--- src/rtl/channel_dump_buffer_pkg.sv ---
// ============================================================================
// channel_dump_buffer_pkg
// Shared register map, status bit positions and helpers for the dump buffer.
// Revision: 1.0
// ============================================================================
`default_nettype none

package channel_dump_buffer_pkg;

    localparam logic [3:0] ADDR_I_EARLY  = 4'd0;
    localparam logic [3:0] ADDR_Q_EARLY  = 4'd1;
    localparam logic [3:0] ADDR_I_PROMPT = 4'd2;
    localparam logic [3:0] ADDR_Q_PROMPT = 4'd3;
    localparam logic [3:0] ADDR_I_LATE   = 4'd4;
    localparam logic [3:0] ADDR_Q_LATE   = 4'd5;
    localparam logic [3:0] ADDR_STATUS   = 4'd6;
    localparam logic [3:0] ADDR_CARRIER  = 4'd7;
    localparam logic [3:0] ADDR_CODE     = 4'd8;
    localparam logic [3:0] ADDR_EPOCH    = 4'd9;

    localparam int STATUS_NEW_DATA_BIT = 0;
    localparam int STATUS_OVERRUN_BIT  = 1;

    function automatic logic [31:0] sext16(input logic [15:0] v);
        return {{16{v[15]}}, v};
    endfunction

endpackage

`default_nettype wire

--- src/rtl/channel_dump_buffer_dump_status_flags.sv ---
// ============================================================================
// dump_status_flags
// new_data / overrun flag pair: set by dumps, cleared by a status read.
// Revision: 1.0
// ============================================================================
`default_nettype none

module dump_status_flags (
    input  logic clk,
    input  logic rstn,
    input  logic dump,
    input  logic status_read,
    output logic new_data,
    output logic overrun
);

    logic new_data_q, new_data_d;
    logic overrun_q,  overrun_d;

    // A dump landing on a status read counts as fresh data, not as an overrun.
    always_comb begin
        new_data_d = new_data_q;
        overrun_d  = overrun_q;
        if (status_read) begin
            new_data_d = 1'b0;
            overrun_d  = 1'b0;
        end
        if (dump) begin
            new_data_d = 1'b1;
            if (new_data_q && !status_read) begin
                overrun_d = 1'b1;
            end
        end
    end

    always_ff @(posedge clk) begin
        if (!rstn) begin
            new_data_q <= 1'b0;
            overrun_q  <= 1'b0;
        end else begin
            new_data_q <= new_data_d;
            overrun_q  <= overrun_d;
        end
    end

    assign new_data = new_data_q;
    assign overrun  = overrun_q;

endmodule

`default_nettype wire

--- src/rtl/channel_dump_buffer.sv ---
// ============================================================================
// channel_dump_buffer
// Captures correlator dumps and TIC snapshots; registered read port.
// Revision: 1.0
// ============================================================================
`default_nettype none

module channel_dump_buffer
    import channel_dump_buffer_pkg::*;
(
    input  logic        clk,
    input  logic        rstn,
    input  logic        dump,
    input  logic        tic_enable,
    input  logic [15:0] i_early,
    input  logic [15:0] q_early,
    input  logic [15:0] i_prompt,
    input  logic [15:0] q_prompt,
    input  logic [15:0] i_late,
    input  logic [15:0] q_late,
    input  logic [31:0] carrier_val,
    input  logic [20:0] code_val,
    input  logic [10:0] epoch,
    input  logic        rd_en,
    input  logic [3:0]  rd_addr,
    output logic [31:0] rd_data,
    output logic        accum_int,
    output logic        overrun
);

    logic [15:0] i_early_q, q_early_q, i_prompt_q, q_prompt_q, i_late_q, q_late_q;
    logic [31:0] carrier_q;
    logic [20:0] code_q;
    logic [10:0] epoch_q;
    logic [31:0] rd_data_q, rd_data_d;
    logic        new_data;
    logic        status_read;
    logic [31:0] status_word;

    assign status_read = rd_en && (rd_addr == ADDR_STATUS);

    dump_status_flags u_flags (
        .clk         (clk),
        .rstn        (rstn),
        .dump        (dump),
        .status_read (status_read),
        .new_data    (new_data),
        .overrun     (overrun)
    );

    always_ff @(posedge clk) begin
        if (!rstn) begin
            i_early_q  <= '0;
            q_early_q  <= '0;
            i_prompt_q <= '0;
            q_prompt_q <= '0;
            i_late_q   <= '0;
            q_late_q   <= '0;
        end else if (dump) begin
            i_early_q  <= i_early;
            q_early_q  <= q_early;
            i_prompt_q <= i_prompt;
            q_prompt_q <= q_prompt;
            i_late_q   <= i_late;
            q_late_q   <= q_late;
        end
    end

    always_ff @(posedge clk) begin
        if (!rstn) begin
            carrier_q <= '0;
            code_q    <= '0;
            epoch_q   <= '0;
        end else if (tic_enable) begin
            carrier_q <= carrier_val;
            code_q    <= code_val;
            epoch_q   <= epoch;
        end
    end

    always_comb begin
        status_word                      = '0;
        status_word[STATUS_NEW_DATA_BIT] = new_data;
        status_word[STATUS_OVERRUN_BIT]  = overrun;
    end

    // Mux reads the register outputs, so a same-edge capture is not yet visible.
    always_comb begin
        rd_data_d = rd_data_q;
        if (rd_en) begin
            case (rd_addr)
                ADDR_I_EARLY:  rd_data_d = sext16(i_early_q);
                ADDR_Q_EARLY:  rd_data_d = sext16(q_early_q);
                ADDR_I_PROMPT: rd_data_d = sext16(i_prompt_q);
                ADDR_Q_PROMPT: rd_data_d = sext16(q_prompt_q);
                ADDR_I_LATE:   rd_data_d = sext16(i_late_q);
                ADDR_Q_LATE:   rd_data_d = sext16(q_late_q);
                ADDR_STATUS:   rd_data_d = status_word;
                ADDR_CARRIER:  rd_data_d = carrier_q;
                ADDR_CODE:     rd_data_d = {11'b0, code_q};
                ADDR_EPOCH:    rd_data_d = {21'b0, epoch_q};
                default:       rd_data_d = '0;
            endcase
        end
    end

    always_ff @(posedge clk) begin
        if (!rstn) begin
            rd_data_q <= '0;
        end else begin
            rd_data_q <= rd_data_d;
        end
    end

    assign rd_data   = rd_data_q;
    assign accum_int = new_data;

endmodule

`default_nettype wire

--- config.mk ---
export PLATFORM = sky130hd
export DESIGN_NAME = channel_dump_buffer
export DESIGN_NICKNAME = d
export VERILOG_FILES = /design/src/rtl/channel_dump_buffer_pkg.sv /design/src/rtl/channel_dump_buffer_dump_status_flags.sv /design/src/rtl/channel_dump_buffer.sv
export SDC_FILE = /design/constraint.sdc
export NUM_CORES = 1
export LEC_CHECK = 0
export ABC_AREA = 1
export ABC_CLOCK_PERIOD_IN_PS = 1500
export BUFFER_PORTS_ARGS = -buffer_cell sky130_fd_sc_hd__buf_2
export CELL_PAD_IN_SITES_DETAIL_PLACEMENT = 1
export CELL_PAD_IN_SITES_GLOBAL_PLACEMENT = 2
export CORE_MARGIN = 8
export CORE_UTILIZATION = 28
export CTS_CLUSTER_SIZE = 14
export DETAILED_ROUTE_END_ITERATION = 10
export HOLD_SLACK_MARGIN = 0.03
export PLACE_DENSITY = 0.9
export SLEW_MARGIN = 30
export SYNTH_ARGS = -nofsm -noshare
export SYNTH_HDL_FRONTEND = slang
export SYNTH_SLANG_ARGS = --single-unit
--- constraint.sdc ---
create_clock -name clk -period 1.5 [get_ports clk]
set_input_delay 0.075 -clock clk [delete_from_list [all_inputs] [get_ports clk]]
set_output_delay 0.075 -clock clk [all_outputs]
set_load 0.02 [all_outputs]
==> reports/results.ini <==
[clocking]
insertion_delay_ns=0.44
tritoncts=built
ctsHoldBuffers=163
post-cts-setup-buffers=0
root_buffer=clkbuf_16
htree_levels=4
clkSlewWorstSetupHoldPaths_ns=0.08
clkSinkCount=194
cts_buffer_depth=2
post_cts_resize_count=0
numCtsBuffers=17

[hold_path]
min_path_type=in2reg

[die]
ios=203
num_rows=62
core_area_um2=28800
die-area_um2=35000
initial_core_util_pct=28.4
die_h_um=187
die_width_um=187

[synth]
synth_seq_area_share_pct=47.5
netlist_instances=1199
synth_seq_cells=194
synth.avg_cell_area_um2=6.83
yosysWarningCount=0
synth_nets=1368
syn_area_um2=8180
synth_cell_type_count=19

[setup_path]
worst-path-max-fanout=2
crit_chain=inv_1 -> o21ai_0 -> nor2_1 -> nand2_1 -> nand2_1 -> a21oi_1
crit_family=compound AO/OA/AOI/OAI gates
critical_path.max_stage_delay_ns=0.36
worstPathRequired_ns=1.86
worstSetupPathType=reg2reg
critical_path.slowest_cell=o21ai_0
cp.arrival_ns=1.58
start_kind=register
cp_common_cell=nand2_1
critPathCaptureType=register
cp_num_buf_inv=1

[final_layout]
syn_to_final_growth_pct=45.9
drive_above_1_share_pct=18.7
fin_util_pct=41.5
fin_nets=1703
fillers=3578

[global_routing]
grt_pass1_wl_um=53300
grt_usage_pct=19.1
grt_pass1_vias=9557
grt-ovfl-total=0
grt_start_max_net_pins=91
antenna_found_initial=3

[run]
drv_cap=0

[sta]
skew_ns=0.0171
worst_pin_slew_ns=0.503
rsz0062_at_grt=false
tns_ns=0
hold_violations=0
relSlewSlack_pct=66.5
min_period_over_period_pct=81.0
clock.fmax_mhz=823
finalMaxSlewViolations=0
period_minus_slack_ns=1.22
setup_violations=0

[route]
via_per_inst=4.69
drc=0
first_iter_violations=632
routedWlPerCell_um=17.6
firstDrtPassIters=4
antenna_left=0
dr_total_vias=9071
routed_wl_um=34100

[pwr]
p_per_area_nw_per_um2=1010
p_total_w=0.0120
max-vdd-ir-drop_mv=0.702
p_leak_nw=5.44

[place]
numPortBuffers=202
hpwl_um=23800
place_congestion=0.846

[run_status]
outcome=complete, no violations

==> per-stage QoR <==
stage               setup WS (ns)  area [µm²]  hold slack, ns  instances
global route                0.147       11900          0.0588       1932
finish                      0.284       11900          0.0517       1934
global placement           0.0747        9710           0.298       1736
detailed placement         0.0114        9710           0.305       1736
floorplan                   0.418        8180           0.210       1199
CTS                         0.279       11900          0.0322       1931
==> cell usage after synthesis <==
cell type / instances / area (µm²)
a21oi_1: 70 / 350
buf_1: 1 / 3.75
buf_2: 12 / 60.1
buf_4: 3 / 22.5
buf_6: 3 / 33.8
clkbuf_1: 65 / 244
clkinv_1: 1 / 3.75
dfxtp_1: 194 / 3880
inv_1: 50 / 188
inv_2: 7 / 26.3
nand2_1: 191 / 717
nand2_2: 1 / 6.26
nand2_4: 1 / 11.3
nand3_1: 97 / 485
nor2_1: 319 / 1200
nor2_2: 4 / 25.0
nor2_4: 4 / 45.0
o21ai_0: 169 / 846
o21ai_1: 7 / 35.0
==> layout make-up <==
| type | count | area, µm² | area share [%] |
|---|---|---|---|
| flip-flops and latches | 194 | 3880 | 32.5 |
| diodes | 3 | 7.51 | 0.0629 |
| multi-input cells | 863 | 3720 | 31.2 |
| inverters | 58 | 219 | 1.83 |
| repair buffers | 400 | 3030 | 25.4 |
| clock buffers | 18 | 439 | 3.68 |
| clock inverters | 14 | 158 | 1.32 |
| well taps | 384 | 480 | 4.02 |
==> worst register-to-register path: stages (launching register included) <==
cell	delay, ns
dfxtp_1	0.31
inv_1	0.06
o21ai_0	0.36
nor2_1	0.13
nand2_1	0.10
nand2_1	0.05
a21oi_1	0.13
==> worst paths after layout <==
path,start,end,cells past startpoint,slack [ns]
min reg2reg,q_prompt_q[9],q_prompt_q[9],2,0.46
max reg2reg,i_late_q[11],rd_data[11],6,0.28
max,i_late_q[11],rd_data[11],6,0.28
min,rstn,q_prompt_q[15],3,0.05
==> kinds of logic (layout without fill, tap and decap cells) <==
logic type,count (synthesis),after routing,synth area share (%)
AOI/OAI and AO/OA,246,246,15.0
buffers and inverters,142,490,7.11
DFF,194,194,47.5
other,0,3,0
and+or+nand+nor,617,617,30.4
==> layer usage <==
metal  wire [µm]  vias up  GRT usage (%)
met5          13        -              0
met4         752        2           6.26
met3        1670       31           4.16
met2       16100      223           31.5
li1            -     4511              -
met1       15600     4304           24.4
==> power by group <==
group	leakage, nW	switching, W	internal [W]
Combinational	3.55	0.000933	0.000789
Sequential	1.61	0.000190	0.00548
Clock	0.285	0.00233	0.00229
Total	5.44	0.00346	0.00856
==> cells in the final DEF (no fill, tap or decap), types with 2 or more instances in the layout <==
master         count
inv_1             49
buf_2            201
nand3_1           97
buf_12            10
inv_8              3
inv_2              7
nand2_1          191
clkbuf_16         17
nor2_4             4
dfxtp_1          194
nor2_1           317
buf_4             26
dlygate4sd3_1    163
clkinv_8           4
nor2_2             6
inv_6              5
o21ai_1            7
diode_2            3
o21ai_0          169
a21oi_1           70
clkinvlp_4         2
Power figures use the tool's default switching activity.
